--- config.mk ---
export PLATFORM = sky130hd
export DESIGN_NAME = operand_matrix_buffer
export DESIGN_NICKNAME = d
export VERILOG_FILES = /design/src/rtl/opbuf_pkg.sv /design/src/rtl/opbuf_bank.sv /design/src/rtl/operand_matrix_buffer.sv
export SDC_FILE = /design/constraint.sdc
export NUM_CORES = 1
export LEC_CHECK = 0
export ABC_CLOCK_PERIOD_IN_PS = 4510
export CAP_MARGIN = 15
export CORE_ASPECT_RATIO = 1.4
export CORE_MARGIN = 4
export CORE_UTILIZATION = 55
export CTS_BUF_LIST = sky130_fd_sc_hd__clkbuf_8
export DETAILED_ROUTE_END_ITERATION = 6
export DONT_BUFFER_PORTS = 1
export GPL_TIMING_DRIVEN = 1
export HOLD_SLACK_MARGIN = 0.05
export PLACE_DENSITY = 0.76
export SLEW_MARGIN = 20
export SYNTH_ARGS = -nofsm -noshare
export SYNTH_HDL_FRONTEND = slang
export SYNTH_HIERARCHICAL = 1
export SYNTH_SLANG_ARGS = --single-unit
--- constraint.sdc ---
create_clock -name clk -period 4.51 [get_ports clk]
set_input_delay 0.451 -clock clk [delete_from_list [all_inputs] [get_ports clk]]
set_output_delay 0.451 -clock clk [all_outputs]
set_load 0.02 [all_outputs]
--- src/rtl/opbuf_pkg.sv ---
// Shared types and helpers for the operand matrix buffer: state encoding,
// matrix dimension derivation and element indexing.
package opbuf_pkg;

    typedef enum logic {
        IDLE   = 1'b0,
        STREAM = 1'b1
    } state_t;

    function automatic int max_dim(input int bus_width, input int data_width);
        return bus_width / data_width;
    endfunction

    // Flat bank index of element k of vector vec (row vec, or column vec in column mode).
    function automatic int elem_index(input int vec, input int k, input logic col_mode,
                                      input int dim);
        return col_mode ? (k * dim + vec) : (vec * dim + k);
    endfunction

endpackage

--- src/rtl/opbuf_bank.sv ---
// One storage bank of DEPTH elements with a write port, a synchronous clear
// and a flat view of every element for the read-side mux.
module opbuf_bank #(
    parameter int DATA_WIDTH = 8,
    parameter int ADDR_WIDTH = 8,
    parameter int DEPTH      = 16
) (
    input  logic                        clk,
    input  logic                        rst,
    input  logic                        wr_en,
    input  logic [ADDR_WIDTH-1:0]       wr_addr,
    input  logic [DATA_WIDTH-1:0]       wr_data,
    input  logic                        clr,
    output logic [DEPTH*DATA_WIDTH-1:0] data
);

    logic [DEPTH*DATA_WIDTH-1:0] mem;

    always_ff @(posedge clk or posedge rst) begin
        if (rst) begin
            mem <= '0;
        end else if (wr_en) begin
            mem[int'(wr_addr) * DATA_WIDTH +: DATA_WIDTH] <= wr_data;
        end else if (clr) begin
            mem <= '0;
        end
    end

    assign data = mem;

endmodule

--- src/rtl/operand_matrix_buffer.sv ---
// Ping-pong operand store streaming a square matrix by rows or columns.
// Optional feature macro: OPBUF_CLEAR_ON_COMMIT_EN (zero the new fill bank on commit).
module operand_matrix_buffer
    import opbuf_pkg::*;
#(
    parameter int DATA_WIDTH = 8,
    parameter int BUS_WIDTH  = 32,
    parameter int ADDR_WIDTH = 8
) (
    input  logic                  clk,
    input  logic                  rst_i,
    input  logic                  wr_en_i,
    input  logic [ADDR_WIDTH-1:0] wr_addr_i,
    input  logic [DATA_WIDTH-1:0] wr_data_i,
    input  logic                  commit_i,
    input  logic                  start_i,
    input  logic                  col_mode_i,
    input  logic                  rd_ready_i,
    output logic                  rd_valid_o,
    output logic [BUS_WIDTH-1:0]  rd_data_o,
    output logic                  rd_last_o,
    output logic                  pend_o,
    output logic                  busy_o,
    output logic                  ovf_o
);

    localparam int MAX_DIM = max_dim(BUS_WIDTH, DATA_WIDTH);
    localparam int DEPTH   = MAX_DIM * MAX_DIM;
    localparam int IDX_W   = (MAX_DIM > 1) ? $clog2(MAX_DIM) : 1;
    localparam logic [IDX_W-1:0]      LAST_IDX  = IDX_W'(MAX_DIM - 1);
    localparam logic [ADDR_WIDTH-1:0] LAST_ADDR = ADDR_WIDTH'(DEPTH - 1);

    state_t                      state, state_next;
    logic                        col_mode, col_mode_next;
    logic [IDX_W-1:0]            vec_idx, vec_idx_next;
    logic                        fill_bank, read_bank, pend, ovf;
    logic                        is_last, rel, commit_ok, wr_ok;
    logic [1:0]                  bank_wr, bank_clr;
    logic [DEPTH*DATA_WIDTH-1:0] bank_data [2];
    logic [DEPTH*DATA_WIDTH-1:0] read_flat;

    assign rd_valid_o = (state == STREAM);
    assign is_last    = (vec_idx == LAST_IDX);
    assign rel        = rd_valid_o && rd_ready_i && is_last;
    // A release on this edge frees the read side, so a same-cycle commit is taken.
    assign commit_ok  = commit_i && (!pend || rel);
    assign wr_ok      = wr_en_i && (wr_addr_i <= LAST_ADDR);

    assign bank_wr[0] = wr_ok && !fill_bank;
    assign bank_wr[1] = wr_ok && fill_bank;
`ifdef OPBUF_CLEAR_ON_COMMIT_EN
    assign bank_clr[0] = commit_ok && fill_bank;
    assign bank_clr[1] = commit_ok && !fill_bank;
`else
    assign bank_clr    = 2'b00;
`endif

    for (genvar b = 0; b < 2; b++) begin : g_bank
        opbuf_bank #(
            .DATA_WIDTH(DATA_WIDTH),
            .ADDR_WIDTH(ADDR_WIDTH),
            .DEPTH     (DEPTH)
        ) u_bank (
            .clk    (clk),
            .rst    (rst_i),
            .wr_en  (bank_wr[b]),
            .wr_addr(wr_addr_i),
            .wr_data(wr_data_i),
            .clr    (bank_clr[b]),
            .data   (bank_data[b])
        );
    end

    always_ff @(posedge clk or posedge rst_i) begin
        if (rst_i) begin
            fill_bank <= 1'b0;
            read_bank <= 1'b1;
            pend      <= 1'b0;
            ovf       <= 1'b0;
        end else if (commit_ok) begin
            read_bank <= fill_bank;
            fill_bank <= ~fill_bank;
            pend      <= 1'b1;
        end else begin
            if (commit_i) ovf <= 1'b1;
            if (rel)      pend <= 1'b0;
        end
    end

    always_ff @(posedge clk or posedge rst_i) begin
        if (rst_i) begin
            state    <= IDLE;
            col_mode <= 1'b0;
            vec_idx  <= '0;
        end else begin
            state    <= state_next;
            col_mode <= col_mode_next;
            vec_idx  <= vec_idx_next;
        end
    end

    always_comb begin
        state_next    = state;
        col_mode_next = col_mode;
        vec_idx_next  = vec_idx;
        case (state)
            IDLE: begin
                if (start_i && pend) begin
                    state_next    = STREAM;
                    col_mode_next = col_mode_i;
                    vec_idx_next  = '0;
                end
            end
            STREAM: begin
                if (rd_ready_i) begin
                    if (is_last) state_next = IDLE;
                    else         vec_idx_next = vec_idx + 1'b1;
                end
            end
            default: state_next = IDLE;
        endcase
    end

    assign read_flat = read_bank ? bank_data[1] : bank_data[0];

    always_comb begin
        rd_data_o = '0;
        if (rd_valid_o) begin
            for (int k = 0; k < MAX_DIM; k++) begin
                rd_data_o[k*DATA_WIDTH +: DATA_WIDTH] =
                    read_flat[elem_index(int'(vec_idx), k, col_mode, MAX_DIM)*DATA_WIDTH +: DATA_WIDTH];
            end
        end
    end

    assign rd_last_o = rd_valid_o && is_last;
    assign pend_o    = pend;
    assign busy_o    = rd_valid_o;
    assign ovf_o     = ovf;

endmodule

; Word-level counts from Yosys, hierarchy flattened
; Cells that the tools add are included.
; Widths: inputs -> output; s select.
[word_totals]
word_cells = 64
inputBits = 23
ff_bits = 264
[op_classes]
bitwise = 3
mux = 18
addsub = 8
order_cmp = 1
reduce_logical = 15
eq_ne = 4
shift = 6
[ops]
columns = operator, count
row1 = $shiftx 128x9->8, 3
row2 = $bwmux 128, 2
row3 = $mux 128, 1
row4 = $shift 8x33->128 const A, 1
row5 = $shiftx 128x8->8, 1
row6 = $shiftx 8x33->128, 1
row7 = $neg 11->33, 1
row8 = $mux 32, 1
row9 = $mux 5, 3
row10 = $add 4x2->5 const A, 2
row11 = $add 4x2->5 const B, 2
row12 = $le 8x4->1 const B, 1
row13 = $logic_and 1x1->1, 8
row14 = $mux 2, 3
row15 = $ne 2x2->1 const B, 3
row16 = $add 4x1->5 const B, 1
row17 = $mux 1, 5
row18 = $add 3x2->4 const A, 1
row19 = $mux 4, 1
row20 = $pmux 2 s2, 1
row21 = $reduce_and 2->1, 2
row22 = $not 1->1, 3
row23 = $reduce_and 3->1, 1
row24 = $add 2x1->2 const B, 1
row25 = other kinds (5), 6

; Logic depth before layout (Yosys ltp)
[depth]
ltp_word = 6
depth_mapped = 12
depth_no_buf = 9

; Modules after synthesis
; Netlist, hierarchy kept.
[by_module_without_submodules]
columns = module, seq_area_each_um2, area_per_inst_um2, instances, cells_each
row1 = opbuf_bank at g_bank[0].u_bank, 3203.1, 5686.7, 1, 495
row2 = opbuf_bank at g_bank[1].u_bank, 3203.1, 5539.1, 1, 491
row3 = operand_matrix_buffer, 201.4, 3774.9, 1, 448

; Worst setup path before layout
; OpenSTA, ideal clock, no wires.
[synth_timing]
path_type = input to register
start = in wr_addr_i[1]
end = reg g_bank[0].u_bank.mem[80]
path_buffers = 2
required_ns = 4.429
setup_ns = 0.081
path_slack_ns = 1.824
t_arrival_ns = 2.605
stages = 11
path_cell_list = nor3_2 nand2_1 nor3_1 ha_1 nand2_1 nor2_1 and4b_1 clkbuf_1 and4_1 buf_2 mux2i_1
[synth_via]
elab_chain_cells = 3
[synth_rtl]
columns = item, line_no
row1 = "start, declared", operand_matrix_buffer.sv:13  ; input logic [ADDR_WIDTH-1:0] wr_addr_i,
row2 = $neg 11->33 / $le 8x4->1 (equally long branches), "opbuf_bank.sv:23, operand_matrix_buffer.sv:47"
row3 = $shiftx 8x33->128 (tied with other cells), opbuf_bank.sv:23  ; mem[int'(wr_addr) * DATA_WIDTH +: DATA_WIDTH] <= wr_data;
row4 = $bwmux 128 / $logic_and 1x1->1 (equally long branches), "opbuf_bank.sv:23, operand_matrix_buffer.sv:49"
row5 = "end signal, assigned by index", opbuf_bank.sv:23
row6 = "end, declared", opbuf_bank.sv:17  ; logic [DEPTH*DATA_WIDTH-1:0] mem;
; Parallel ways exist; a longest one is shown, timed or not.
; A chain may end at the register's enable or synchronous reset.

; Worst setup path in the final report
[layout_timing]
start = reg read_bank
end = out rd_data_o[11]
[layout_via]
elab_chain_cells = 3
[layout_rtl]
columns = item, line_no
row1 = "start, declared", operand_matrix_buffer.sv:36  ; logic fill_bank, read_bank, pend, ovf;
row2 = "start signal, assigned", operand_matrix_buffer.sv:81  ; read_bank <= fill_bank;
row3 = $mux 128, operand_matrix_buffer.sv:124  ; assign read_flat = read_bank ? bank_data[1] : bank_data[0];
row4 = $shiftx 128x9->8, operand_matrix_buffer.sv:131  ; read_flat[elem_index(int'(vec_idx), k, col_mode, MAX_DIM)*DATA_WIDTH +: DATA_WIDTH];
row5 = $mux 32, operand_matrix_buffer.sv:128  ; if (rd_valid_o) begin
row6 = "end, declared", operand_matrix_buffer.sv:20  ; output logic [BUS_WIDTH-1:0] rd_data_o,
; No other way between the ends.

==> qor.csv <==
stage,metric,value,unit
outcome,status,finished with violations,
outcome,failing checks,slew limit,
setup_path,startpoint class of the critical path,flip-flop,
sta,fin crit period,3980,ps
worst_hold_path,hold crit path type,input port to flip-flop,
logic_synthesis,number of synthesized flops with an enable pin,0,
floorplan,core area,26900,um2
placement,Placer Congestion,1.03,
logic_synthesis,synth cell count leaders,"mux2i_1, nand2_1, dfrtp_1",
setup_path,crit-path cells,"buf_4, mux2i_1, mux2i_1, o311ai_0, nor2_1",
cells_and_area,Final Non-Filler Cells,1823,
logic_synthesis,Netlist Area Pre-Place,15000,um2
global_route,first-pass GRT wire length,78700,um
routing,total routed wirelength,52300,um
setup_path,Setup CP Type,flip-flop to output port,
floorplan,# IOs,60,
clocking,Num Clock Sinks,264,
setup_path,crit end category,output port,
pwr,Peak VDD IR,0.281,mV
clocking,clock transition at the registers of the reported paths,70,ps
clocking,root buffer cell,clkbuf_8,
setup_path,Most common cell on crit path,mux2i_1,
logic_synthesis,cell taking the most area after synthesis,dfrtp_1,
clocking,clk_lat worst skew,580,ps
cells_and_area,layout cell share with drive strength beyond 1,12.1,%
routing,DR WL met3,4860,um
worst_hold_path,Hold Crit Start,commit_i,
setup_path,Critical Path AT,3530,ps
logic_synthesis,Synth top area share,43.9,%
logic_synthesis,Ys Warns,6,
global_route,All-Layer GR Usage,34.8,%
global_route,initial antenna violation count,0,
setup_path,Required @ worst endpoint,4060,ps
logic_synthesis,"Seq/Total Area, Yosys",44.0,%
sta,fin crit share,88.2,%
setup_path,Critical Path Max Stage Delay,1290,ps
routing,total number of vias,12200,
cells_and_area,Layout Nets,1462,
clocking,PostCTS Resize Cnt,0,
logic_synthesis,cell count after synthesis,1434,
sta,max-slew violation count,258,
cells_and_area,area grow syn2layout,7.87,%
global_route,number of global-route vias before repair,12300,
routing,met1 WL,18700,um
routing,DR vias/cell,6.70,
sta,clk_skew,24.1,ps
clocking,postcts setup bufs,0,
pwr,leakage,7.40,nW
routing,DRT antenna net count,0,
floorplan,Die Y,203,um
sta,setup_tns,0,ps
sta,worst-margin pin slew,5420,ps
global_route,grt ovf,0,
placement,dpl cell area,15300,um2
sta,Fin. Hold Viols,0,
setup_path,CP max FO,58,
routing,wire length per cell,28.7,um
setup_path,Reg2Reg Depth,5,
clocking,Post-CTS Hold Fix Bufs,12,
sta,fmax,251,MHz
worst_hold_path,Hold Crit Endpoint,fill_bank,
routing,top sig layer,met4,
cells_and_area,multi-input logic area,7800,um2
pwr,Final Power,0.00733,W
logic_synthesis,commonest register cell after synthesis,dfrtp_1,
sta,Final Setup Violations,0,
logic_synthesis,synthesized flop and latch total,264,
clocking,CTS H-tree lvls,2,
pwr,power density over cell area,453,nW/um2
placement,number of port buffers,0,
clocking,CTS tree,done,
sta,Hold WS,88.1,ps
routing,Initial DRT Pass Iterations,7,
clocking,CTS max path bufs,3,
routing,Remaining DRCs,0,
setup_path,FF-to-FF setup slack,1800,ps
sta,RSZ-0062 raised after global routing,no,
placement,placed cells,1744,
floorplan,die area,30000,um2
worst_hold_path,hold depth,2,
floorplan,# rows,71,
placement,Detailed Place HPWL,35600,um
floorplan,die width,148,um
floorplan,Initial Utilization,55.7,%
routing,DR iter-0 viols,1590,
clocking,CTS Buf Count,41,
setup_path,r2r endpoint,g_bank[1].u_bank/data[113],
routing,routed wl met2,23900,um
setup_path,RR Startpoint,fill_bank,
flow_run,maxcap violations,0,
logic_synthesis,top-count cell post-synth,mux2i_1,
global_route,pin count of the biggest net entering global routing,129,
logic_synthesis,Synth Area per Inst,10.5,um2
cells_and_area,fillcell total,2208,
cells_and_area,Final Cell Area,16200,um2
logic_synthesis,synth top area cells,"dfrtp_1, mux2i_1, nand2_1",
sta,max_slew headroom,-261,%
logic_synthesis,Post-synth ARST share,100,%
setup_path,slowest CP cell,dfstp_4,
cells_and_area,Reg area,6610,um2
logic_synthesis,synth unique cells,75,
metal layers:
layer	vias to the layer above	GRT usage (%)
met4	0	25.0
li1	5113	-
met2	837	54.3
met1	6007	42.8
met3	254	7.56
met5	-	0
cell type report:
type                       count  area share (%)
multi-input combinational   1045            48.2
sequential                   264            40.9
clock buffer                  47            4.00
tap                          365            2.82
timing repair buffer          50            2.66
inverter                      32           0.804
clock inverter                19           0.650
antenna                        1          0.0155
placed cells by master (no fill, tap or decap), types with 8 or more instances in the layout:
cell / count
mux2i_1: 355
nand2_1: 322
dfrtp_1: 262
o21ai_0: 54
clkbuf_8: 47
inv_1: 43
buf_4: 36
nor2_1: 30
a21oi_1: 27
mux4_2: 26
o22ai_1: 22
nor3_1: 14
nand2b_1: 12
mux2_2: 12
a211oi_1: 12
dlygate4sd3_1: 12
o221ai_1: 9
nand3_1: 8
nor2_2: 8
a31oi_1: 8
state kept, by name, indices dropped and copies added (netlist names):
| register | flops |
|---|---|
| busy_o | 1 |
| col_mode | 1 |
| fill_bank | 1 |
| g_bank.u_bank/data | 256 |
| ovf_o | 1 |
| pend_o | 1 |
| read_bank | 1 |
| vec_idx | 2 |
critical path, delay by kind of cell (launching register included):
kind | cells | cell delay (ps)
flops | 1 | 1290
mux | 2 | 540
compound gates | 1 | 480
buf+inv | 1 | 350
simple gates | 1 | 270
power breakdown:
group          internal [W]  switching (W)
Combinational      0.000914        0.00181
Clock              0.000997       0.000948
Sequential          0.00241       0.000257
Total               0.00432        0.00301
kinds of logic (layout without fill, tap and decap cells):
| logic type | after synthesis | count (layout) | share of synthesized area, % |
|---|---|---|---|
| buffers and inverters | 126 | 148 | 4.08 |
| adders and majority gates | 5 | 5 | 0.417 |
| xor gates and xnor gates | 8 | 8 | 0.517 |
| muxes | 393 | 393 | 28.5 |
| AOI/OAI and AO/OA | 174 | 174 | 7.71 |
| DFF | 264 | 264 | 44.0 |
| and+or+nand+nor | 463 | 463 | 14.7 |
| other | 1 | 3 | 0.0250 |
metrics by stage:
stage | utilization (%) | setup slack (ps)
after floorplan | - | 646
after global placement | 56.9 | 1200
after detailed placement | 56.9 | 1250
after CTS | 60.1 | 632
after global routing | 60.1 | 472
final | 60.1 | 533
worst max path at each step:
stage | from | endpoint | slack (ps) | cells past startpoint
floorplan | rst_i | g_bank[0].u_bank/data[0] | 650 | 1
global placement | read_bank | rd_data_o[11] | 1200 | 5
detailed placement | read_bank | rd_data_o[11] | 1250 | 5
CTS | read_bank | rd_data_o[11] | 630 | 5
global route | read_bank | rd_data_o[11] | 470 | 5
finish | read_bank | rd_data_o[11] | 530 | 5
No activity file was read; power rests on OpenSTA's default activity.
